### src/rtl/clk_int_div_dyn.sv
// clk_int_div_dyn: runtime-programmable integer clock divider, 50% duty for any N, boundary-only divisor updates
module clk_int_div_dyn #(
  parameter int DIV_VALUE_WIDTH = 4,
  parameter int DEFAULT_DIV = 1
) (
  input  logic                       clk_i,
  input  logic                       rst_i,
  input  logic                       en_i,
  input  logic                       test_mode_en_i,
  input  logic [DIV_VALUE_WIDTH-1:0] div_i,
  input  logic                       div_valid_i,
  output logic                       div_ready_o,
  output logic [DIV_VALUE_WIDTH-1:0] cycl_count_o,
  output logic                       clk_o
);
  localparam int W = DIV_VALUE_WIDTH;
  localparam logic [W-1:0] DEF = (DEFAULT_DIV == 0) ? W'(1) : W'(DEFAULT_DIV);
  typedef enum logic [1:0] {IDLE, PEND, PARKED} state_t;
  state_t state, state_nx;
  logic [W-1:0] div_q, pend_q, cnt, div_nx, cnt_nx, n, n_nx;
  logic pend_v, fresh, clk_p, clk_n, byp;
  logic pend_v_nx, clk_p_nx, xfer, bnd, load, stop, parked;
  // fresh marks a cycle whose next edge starts a new period from cnt=0 (after park or bypass)
  always_comb begin
    parked = state == PARKED;
    n = (div_q < W'(2)) ? W'(1) : div_q;
    div_ready_o = state == IDLE || (parked && !pend_v);
    xfer = div_valid_i && div_ready_o;
    bnd = fresh || cnt == n - W'(1);
    stop = bnd && !en_i;
    load = bnd && pend_v && (!parked || en_i);
    div_nx = load ? pend_q : div_q;
    n_nx = (div_nx < W'(2)) ? W'(1) : div_nx;
    cnt_nx = bnd ? '0 : cnt + W'(1);
    clk_p_nx = !stop && n != W'(1) && cnt_nx < (n_nx >> 1);
    pend_v_nx = xfer || (pend_v && !load);
    state_nx = stop ? PARKED : xfer ? PEND : (parked || load) ? IDLE : state;
  end
  always_ff @(posedge clk_i) begin
    if (rst_i) begin
      state <= PARKED;
      div_q <= DEF;
      pend_q <= '0;
      pend_v <= 1'b0;
      cnt <= '0;
      clk_p <= 1'b0;
      fresh <= 1'b1;
    end else begin
      state <= state_nx;
      div_q <= div_nx;
      if (xfer) pend_q <= div_i;
      pend_v <= pend_v_nx;
      cnt <= cnt_nx;
      clk_p <= clk_p_nx;
      fresh <= stop || n == W'(1);
    end
  end
  // falling-edge copies: half-cycle stretch for odd N, and bypass select switched only while clk_i is low
  always_ff @(negedge clk_i) begin
    clk_n <= clk_p;
    byp <= n == W'(1) && (en_i || !parked);
  end
  assign cycl_count_o = cnt;
  assign clk_o = (test_mode_en_i || byp) ? clk_i : (clk_p || (n[0] && clk_n && !parked));
endmodule

### config.mk
export PLATFORM = sky130hd
export DESIGN_NAME = clk_int_div_dyn
export DESIGN_NICKNAME = d
export VERILOG_FILES = /design/src/rtl/clk_int_div_dyn.sv
export SDC_FILE = /design/constraint.sdc
export NUM_CORES = 1
export LEC_CHECK = 0
export CAP_MARGIN = 20
export CORE_ASPECT_RATIO = 1.25
export CORE_UTILIZATION = 51
export DETAILED_ROUTE_END_ITERATION = 16
export PLACE_DENSITY = 0.76
export SYNTH_ARGS = -nofsm -noshare
export SYNTH_HDL_FRONTEND = slang
export SYNTH_SLANG_ARGS = --single-unit
### constraint.sdc
create_clock -name clk_i -period 2.95 [get_ports clk_i]
set_input_delay 0.59 -clock clk_i [delete_from_list [all_inputs] [get_ports clk_i]]
set_output_delay 0.59 -clock clk_i [all_outputs]
set_load 0.05 [all_outputs]
==> reports/metrics.csv, run 1 <==
metric,value,unit
status,finished with violations,
violations,negative setup slack,
ys_seq_elements,19,
dp_hpwl,1.55,mm
synth-adder-area-share,5.31,%
layout-drive-gt1-share,19.5,%
die-area,2030,um^2
rows,17,
path_clk_slew,0.11,ns
worst_slew_pin_slew,0.606,ns
vias_per_cell,5.68,
reg2regPathDepth,10,
io_pins,15,
drcViolationCount,0,
nNetsFinal,142,
drt-total-wl,2.15,mm
clock_latency,0.48,ns
vias,835,
grt_pass1_vias,862,
muxShareOfSynthArea,5.44,%
wl_per_cell,14.6,um
yosys-top-cells-count,"19 x dfxtp_1, 10 x nor2_1, 7 x a21oi_1",
first_iter_violations,9,
clock-skew-final,0.0620,ns
synthSimpleGateAreaFrac,22.5,%
power,0.680,mW
grt.overflow.total,0,
drt_pass1_iterations,4,
synth_area_per_cell,9.25,um^2
cp_num_cells,3,
hold_viol_final,0,
critPathMaxFanout,1,
yosys_warnings,0,
syn-num-nets,115,
synth_edf_count,0,
cp_data_arrival_time,2.76,ns
cts_tree,yes,
synth_most_common_cell,dfxtp_1,
synth_cell_types,37,
place.gp.congestion,0.751,
final_core_util,69.9,%
antenna_found_initial,0,
setup_viol,2,
setup.worst_path.end_class,output port,
yosysTopAreaCellShare,40.3,%
die-width,40.5,um
diodes,0,
async_flop_share,0,%
grt_pass1_wl,3.55,mm
postPlaceCellArea,1140,um^2
power.density,558,nW/um^2
fin_ws,-0.403,ns
ant_nets,0,
vdd_ir_drop_max,369,uV
start_kind,register,
synth_area_leaders,"dfxtp_1 40%, ha_1 5.3%, mux2i_1 4.2%",
static-leakage-power,0.479,nW
synth_top_family_by_area,simple AND/OR/NAND/NOR gates,
rsz0062_at_grt,true,
hold_path_depth,2,
slew_headroom,59.5,%
grt_usage,27.1,%
grt_max_degree,16,
cp_slowest_cell,dfxtp_1,
syn_area,943,um^2
die_h,50.1,um
critPathBufInv,1,
synth-xor-area-share,7.03,%
final_max_slew_viol_count,0,
synthFlopType,dfxtp_1,
synth_top_area_cell,dfxtp_1,
synth_seq_area_share,40.3,%
cp_data_required_time,2.36,ns
start_util,54.1,%
synth_compound_area_share,16.6,%
hold_class,register to register,
port_buffers,14,
fin_area,1220,um^2
max_stage_delay,0.30,ns
core_area,1740,um^2
crit_chain,o211ai_1 -> a31oi_4 -> buf_6,
crit_type,register to output port,
syn_inst,102,
maxCapViolations,0,
syn_to_final_growth,29.2,%
critPathTopFamily,compound AO/OA/AOI/OAI gates,
-- layer usage --
metal	vias to the layer above	routed length [um]	track usage (%)
li1	412	-	-
met1	396	907	28.6
met2	21	1110	38.9
met3	6	80	10.8
met4	0	48	23.9
met5	-	0	0
-- flip-flops by register name, indices dropped and copies added, names as in the netlist, named ones only --
name and flops:
pend_v 1, fresh 1, pend_q 4, byp 1, cycl_count_o 4, clk_n 1, div_q 3, clk_p 1
state 2
-- final cells by class --
type | instances | area, um^2
multi-input combinational | 76 | 559
fill | 142 | 526
sequential | 19 | 382
timing repair buffer | 18 | 168
clock buffer | 7 | 56.3
tap | 19 | 23.8
inverter | 5 | 18.8
clock inverter | 3 | 11.3
-- worst register-to-register path: stages, from the launching register on --
cell	delay, ns
dfxtp_1	0.40
nor3_2	0.22
nor2_1	0.06
ha_1	0.33
xor2_2	0.22
nand4_2	0.15
o21ai_4	0.26
mux2i_1	0.29
ha_1	0.24
o21ai_0	0.10
o311a_1	0.36
-- per-stage QoR --
stage / TNS, ns / setup WS [ns] / cells / hold slack, ns
after detailed placement: -0.684 / -0.579 / 137 / 0.450
after global routing: -0.454 / -0.454 / 147 / 0.498
after CTS: -0.417 / -0.417 / 146 / 0.466
after floorplan: 0 / 0.00782 / 102 / 0.435
final: -0.403 / -0.403 / 147 / 0.465
after global placement: -0.653 / -0.564 / 137 / 0.443
-- where the power goes --
part	leakage [nW]	internal [mW]	switching, mW
Combinational	0.273	0.0508	0.0520
Clock	0.0509	0.133	0.161
Sequential	0.155	0.270	0.0132
-- logic make-up after synthesis --
kind of cell / Yosys count
buffers and inverters: 7
multiplexers: 5
AO/OA/AOI/OAI: 22
AND/OR/NAND/NOR: 40
XOR/XNOR: 5
flip-flops: 19
adder cells (fa/ha/maj): 4
-- layout by cell type (no fill, tap or decap), drive strengths merged, types with 3 or more instances in the layout --
cell type	n
inv	7
o21bai	3
clkdlybuf4s50	13
ha	4
nor3	7
a21oi	7
mux2i	4
o21ai	5
nand2	6
clkbuf	6
buf	6
dfxtp	19
nor2	10
nand3	6
-- final timing paths --
| path | startpoint | end | slack (ns) |
|---|---|---|---|
| min reg2reg | pend_q[0] | pend_q[0] | 0.47 |
| max reg2reg | div_q[2] | clk_p | 0.21 |
| max | clk_n | clk_o | -0.40 |
| min | pend_q[0] | pend_q[0] | 0.47 |
-- what timing repair did --
action,4_1_cts,5_1_grt
hold endpoints to repair,0,0
pin swaps,1,1
hold buffers,0,0
resized for setup,8,1
setup endpoints to repair,2,3
cloned,0,0
setup buffers,1,1
No activity file was read; power rests on OpenSTA's default activity.
==> run 2: changes to the inputs <==
--- a/config.mk
+++ b/config.mk
@@ -7,9 +7,10 @@
 export LEC_CHECK = 0
 export CAP_MARGIN = 20
 export CORE_ASPECT_RATIO = 1.25
-export CORE_UTILIZATION = 51
+export CORE_UTILIZATION = 35
 export DETAILED_ROUTE_END_ITERATION = 16
-export PLACE_DENSITY = 0.76
+export HOLD_SLACK_MARGIN = 0.05
+export PLACE_DENSITY_LB_ADDON = 0.2
 export SYNTH_ARGS = -nofsm -noshare
 export SYNTH_HDL_FRONTEND = slang
 export SYNTH_SLANG_ARGS = --single-unit
==> reports/metrics.csv, run 2 (same netlist as run 1, synthesis figures left out) <==
metric,value,unit,change
clock-skew-final,0.0649,ns,+0.00284 ns
die_h,60.0,um,+20%
power.density,533,nW/um^2,-4.5%
path_clk_slew,0.10,ns,about the same
cp_data_arrival_time,2.75,ns,about the same
place.gp.congestion,0.809,,+7.7%
core_area,2500,um^2,+43%
first_iter_violations,20,,+11
cp_data_required_time,2.36,ns,about the same
start_kind,register,,
drt_pass1_iterations,5,,+1
fin_area,1240,um^2,+2.2%
grt_pass1_wl,3.40,mm,-4.1%
antenna_found_initial,0,,unchanged
mostFrequentLayoutCells,"17 x dfxtp_1, 13 x clkdlybuf4s50_1, 9 x nor2_1, 7 x inv_1, 7 x a21oi_1",,
slew_headroom,61.7,%,+2.2 points
instances_no_fill,162,,+10%
final_common_cell,dfxtp_1,,
io_pins,15,,unchanged
crit_type,register to output port,,
ctsHoldBuffers,0,,unchanged
dp_slack,-0.581,ns,-0.00208 ns
critPathMaxFanout,2,,+1
violations,negative setup slack,,
grt_usage,16.3,%,-11 points
final_max_slew_viol_count,0,,unchanged
static-leakage-power,0.485,nW,+1.2%
nFillCells,261,,+84%
hold_class,register to register,,
placedCellCount,152,,+11%
syn_to_final_growth,32.0,%,
postPlaceCellArea,1170,um^2,+2.2%
wl_per_cell,12.4,um,-15%
vias_per_cell,4.99,,-12%
regArea,383,um^2,+0.33%
grt_max_degree,16,,unchanged
setup.worst_path.end_class,output port,,
status,finished with violations,,
multiInputGateArea,559,um^2,unchanged
layout-drive-gt1-share,20.9,%,+1.4 points
die-area,2910,um^2,+43%
maxCapViolations,0,,unchanged
die-width,48.4,um,+20%
fin_ws,-0.389,ns,+0.0135 ns
ant_nets,0,,unchanged
drt-total-wl,2.00,mm,-6.6%
setup_viol,2,,unchanged
finalHoldWorstSlack,0.465,ns,-0.000772 ns
hold_viol_final,0,,unchanged
dp_hpwl,1.48,mm,-4.4%
rsz0062_at_grt,true,,
cts_tree,yes,,
final_core_util,49.8,%,-20 points
start_util,37.7,%,-16 points
rows,20,,+3
diodes,0,,unchanged
port_buffers,14,,unchanged
clock_latency,0.46,ns,-0.02 ns
power,0.664,mW,-2.4%
grt.overflow.total,0,,unchanged
setup_tns,-0.389,ns,+0.0135 ns
worst_slew_pin_slew,0.573,ns,-0.0324 ns
nNetsFinal,143,,+0.70%
drcViolationCount,0,,unchanged
vdd_ir_drop_max,305,uV,-17%
grt_pass1_vias,842,,-2.3%
vias,809,,-3.1%
run 2: critical path, stage by stage, from the launching register on:
cell     delay (ns)
dfxtp_2        0.31
nor2_2         0.03
buf_4          0.13
a31oi_4        0.17
buf_6          0.17
run 2: repair_timing:
action	in CTS	in global routing
setup endpoints to repair	2	3
setup buffers	1	1
gates resized for setup	8	2
pin swaps	1	2
run 2: power by group:
group | switching [mW] | total (mW) | internal [mW]
Sequential | 0.0127 | 0.283 | 0.270
Combinational | 0.0516 | 0.103 | 0.0515
Clock | 0.146 | 0.278 | 0.132
run 2: metal layers:
layer | part of all wire [%] | vias up | global-route usage [%]
met4 | 2.7 | 0 | 13.0
met3 | 4.7 | 6 | 5.60
met5 | 0 | - | 0
li1 | - | 419 | -
met2 | 51 | 19 | 28.2
met1 | 42 | 365 | 16.2
run 2: final cells by class:
type,instances,share of cell area (%)
clock buffer,7,4.52
clock inverter,3,0.905
inverter,5,1.51
multi-input combinational,76,44.9
sequential,19,30.8
tap,33,3.32
timing repair buffer,19,14.1
run 2: final timing paths:
| kind | cells after the start | slack [ns] | end | from |
|---|---|---|---|---|
| max | 4 | -0.39 | clk_o | byp |
| min | 2 | 0.46 | pend_q[0] | pend_q[0] |
| max reg2reg | 10 | 0.15 | clk_p | div_q[2] |
| min reg2reg | 2 | 0.46 | pend_q[0] | pend_q[0] |
==> run 3: changes to the inputs <==
--- a/config.mk
+++ b/config.mk
@@ -5,10 +5,13 @@
 export SDC_FILE = /design/constraint.sdc
 export NUM_CORES = 1
 export LEC_CHECK = 0
+export ABC_AREA = 0
 export CAP_MARGIN = 20
 export CORE_ASPECT_RATIO = 1.25
 export CORE_UTILIZATION = 35
+export CTS_CLUSTER_DIAMETER = 100
 export DETAILED_ROUTE_END_ITERATION = 16
+export GPL_TIMING_DRIVEN = 0
 export HOLD_SLACK_MARGIN = 0.05
 export PLACE_DENSITY_LB_ADDON = 0.2
 export SYNTH_ARGS = -nofsm -noshare
==> reports/metrics.csv, run 3 (same netlist as run 1, synthesis figures left out) <==
metric,value,unit,change
status,finished with violations,,
violations,negative setup slack,,
layout-drive-gt1-share,20.3,%,-0.62 points
final_core_util,49.9,%,+0.10 points
cts_tree,yes,,
vias_per_cell,5.07,,+1.6%
grt_pass1_vias,778,,-7.6%
fin_ws,-0.370,ns,+0.0188 ns
clock-skew-final,0.0699,ns,+0.00507 ns
vias,817,,+0.99%
antenna_found_initial,0,,unchanged
port_buffers,14,,unchanged
core_area,2500,um^2,unchanged
grt.busiest_layer,met2,,
cp_data_arrival_time,2.73,ns,-0.02 ns
final_max_slew_viol_count,0,,unchanged
die_h,60.0,um,unchanged
place.gp.congestion,0.746,,-7.8%
io_pins,15,,unchanged
grt_usage,16.2,%,-0.14 points
dp_hpwl,1.47,mm,-0.70%
ant_nets,0,,unchanged
crit_type,register to output port,,
cp_data_required_time,2.36,ns,about the same
clock_latency,0.48,ns,+0.02 ns
drcViolationCount,0,,unchanged
setup_viol,2,,unchanged
rsz0062_at_grt,true,,
path_clk_slew,0.10,ns,about the same
die-area,2910,um^2,unchanged
diodes,0,,unchanged
start_util,37.7,%,unchanged
use_met3,4.83,%,-0.76 points
hold_class,register to register,,
grt_pass1_wl,3.28,mm,-3.4%
grt.overflow.total,0,,unchanged
maxCapViolations,0,,unchanged
ctsHoldBuffers,0,,unchanged
die-width,48.4,um,unchanged
first_iter_violations,2,,-90%
use_met1,14.8,%,-1.5 points
static-leakage-power,0.481,nW,-0.77%
fin_area,1250,um^2,+0.20%
mostFrequentLayoutCells,"17 x dfxtp_1, 13 x clkdlybuf4s50_1, 8 x nor2_1, 7 x inv_1, 7 x a21oi_1",,
final_common_cell,dfxtp_1,,
grt_max_degree,11,,-5
worst_slew_pin_slew,0.491,ns,-0.0825 ns
postPlaceCellArea,1140,um^2,-2.2%
rows,20,,unchanged
hold_viol_final,0,,unchanged
cp_slowest_cell,dfxtp_2,,
setup.worst_path.end_class,output port,,
start_kind,register,,
slew_headroom,67.2,%,+5.5 points
wl_per_cell,12.6,um,+1.7%
vdd_ir_drop_max,416,uV,+36%
drt_pass1_iterations,4,,-1
critPathMaxFanout,2,,unchanged
drt-total-wl,2.03,mm,+1.0%
syn_to_final_growth,32.2,%,
crit_chain,nor2_4 -> buf_4 -> a31oi_4 -> buf_6,,
nNetsFinal,142,,-0.70%
max_stage_delay,0.33,ns,+0.02 ns
grt_use_met2,28.4,%,+0.20 points
power.density,546,nW/um^2,+2.3%
[run 3: area by class of cell]
class	instances	area [um^2]
Clock buffer	7	56.3
Timing Repair Buffer	17	160
Tap cell	33	41.3
Sequential cell	19	383
Buffer	1	3.75
Clock inverter	3	11.3
Fill cell	246	1250
Inverter	5	18.8
Multi-Input combinational cell	76	573
[run 3: worst max-delay path, delay by kind of cell (launching register included)]
kind                   cells  cell delay (ns)
AOI/OAI and AO/OA          1             0.12
DFF                        1             0.33
and+or+nand+nor            1             0.04
buffers and inverters      2             0.30
[run 3: routing by layer]
metal	wire length, um	vias to the layer above
li1	-	418
met1	844	371
met2	1000	18
met3	89	10
met4	89	0
met5	0	-
[run 3: what timing repair did]
item | 4_1_cts | 5_1_grt
buffers inserted | 1 | 3
pin swaps | 2 | 3
setup endpoints to repair | 3 | 3
resized for setup | 9 | 4
[run 3: worst paths after layout]
path         cells past startpoint   endpoint       from  slack (ns)
max                              4      clk_o        byp       -0.37
min                              2  pend_q[0]  pend_q[0]        0.47
max reg2reg                     10      clk_p   div_q[3]        0.20
min reg2reg                      2  pend_q[0]  pend_q[0]        0.47
[run 3: per-stage QoR]
| stage | cells | TNS, ns | setup slack [ns] | total power [mW] | hold WS, ns |
|---|---|---|---|---|---|
| global placement | 149 | -0.778 | -0.569 | 0.468 | 0.447 |
| finish | 161 | -0.370 | -0.370 | 0.681 | 0.472 |
| detailed placement | 149 | -0.785 | -0.585 | 0.470 | 0.459 |
| floorplan | 102 | 0 | 0.00782 | 0.422 | 0.435 |
| CTS | 158 | -0.411 | -0.411 | 0.666 | 0.473 |
| global route | 161 | -0.409 | -0.409 | 0.715 | 0.496 |
[run 3: power breakdown]
| part | internal [mW] | leakage, nW | switching [mW] |
|---|---|---|---|
| combinational | 0.0525 | 0.274 | 0.0514 |
| sequential | 0.270 | 0.156 | 0.0145 |
| clock | 0.135 | 0.0512 | 0.157 |
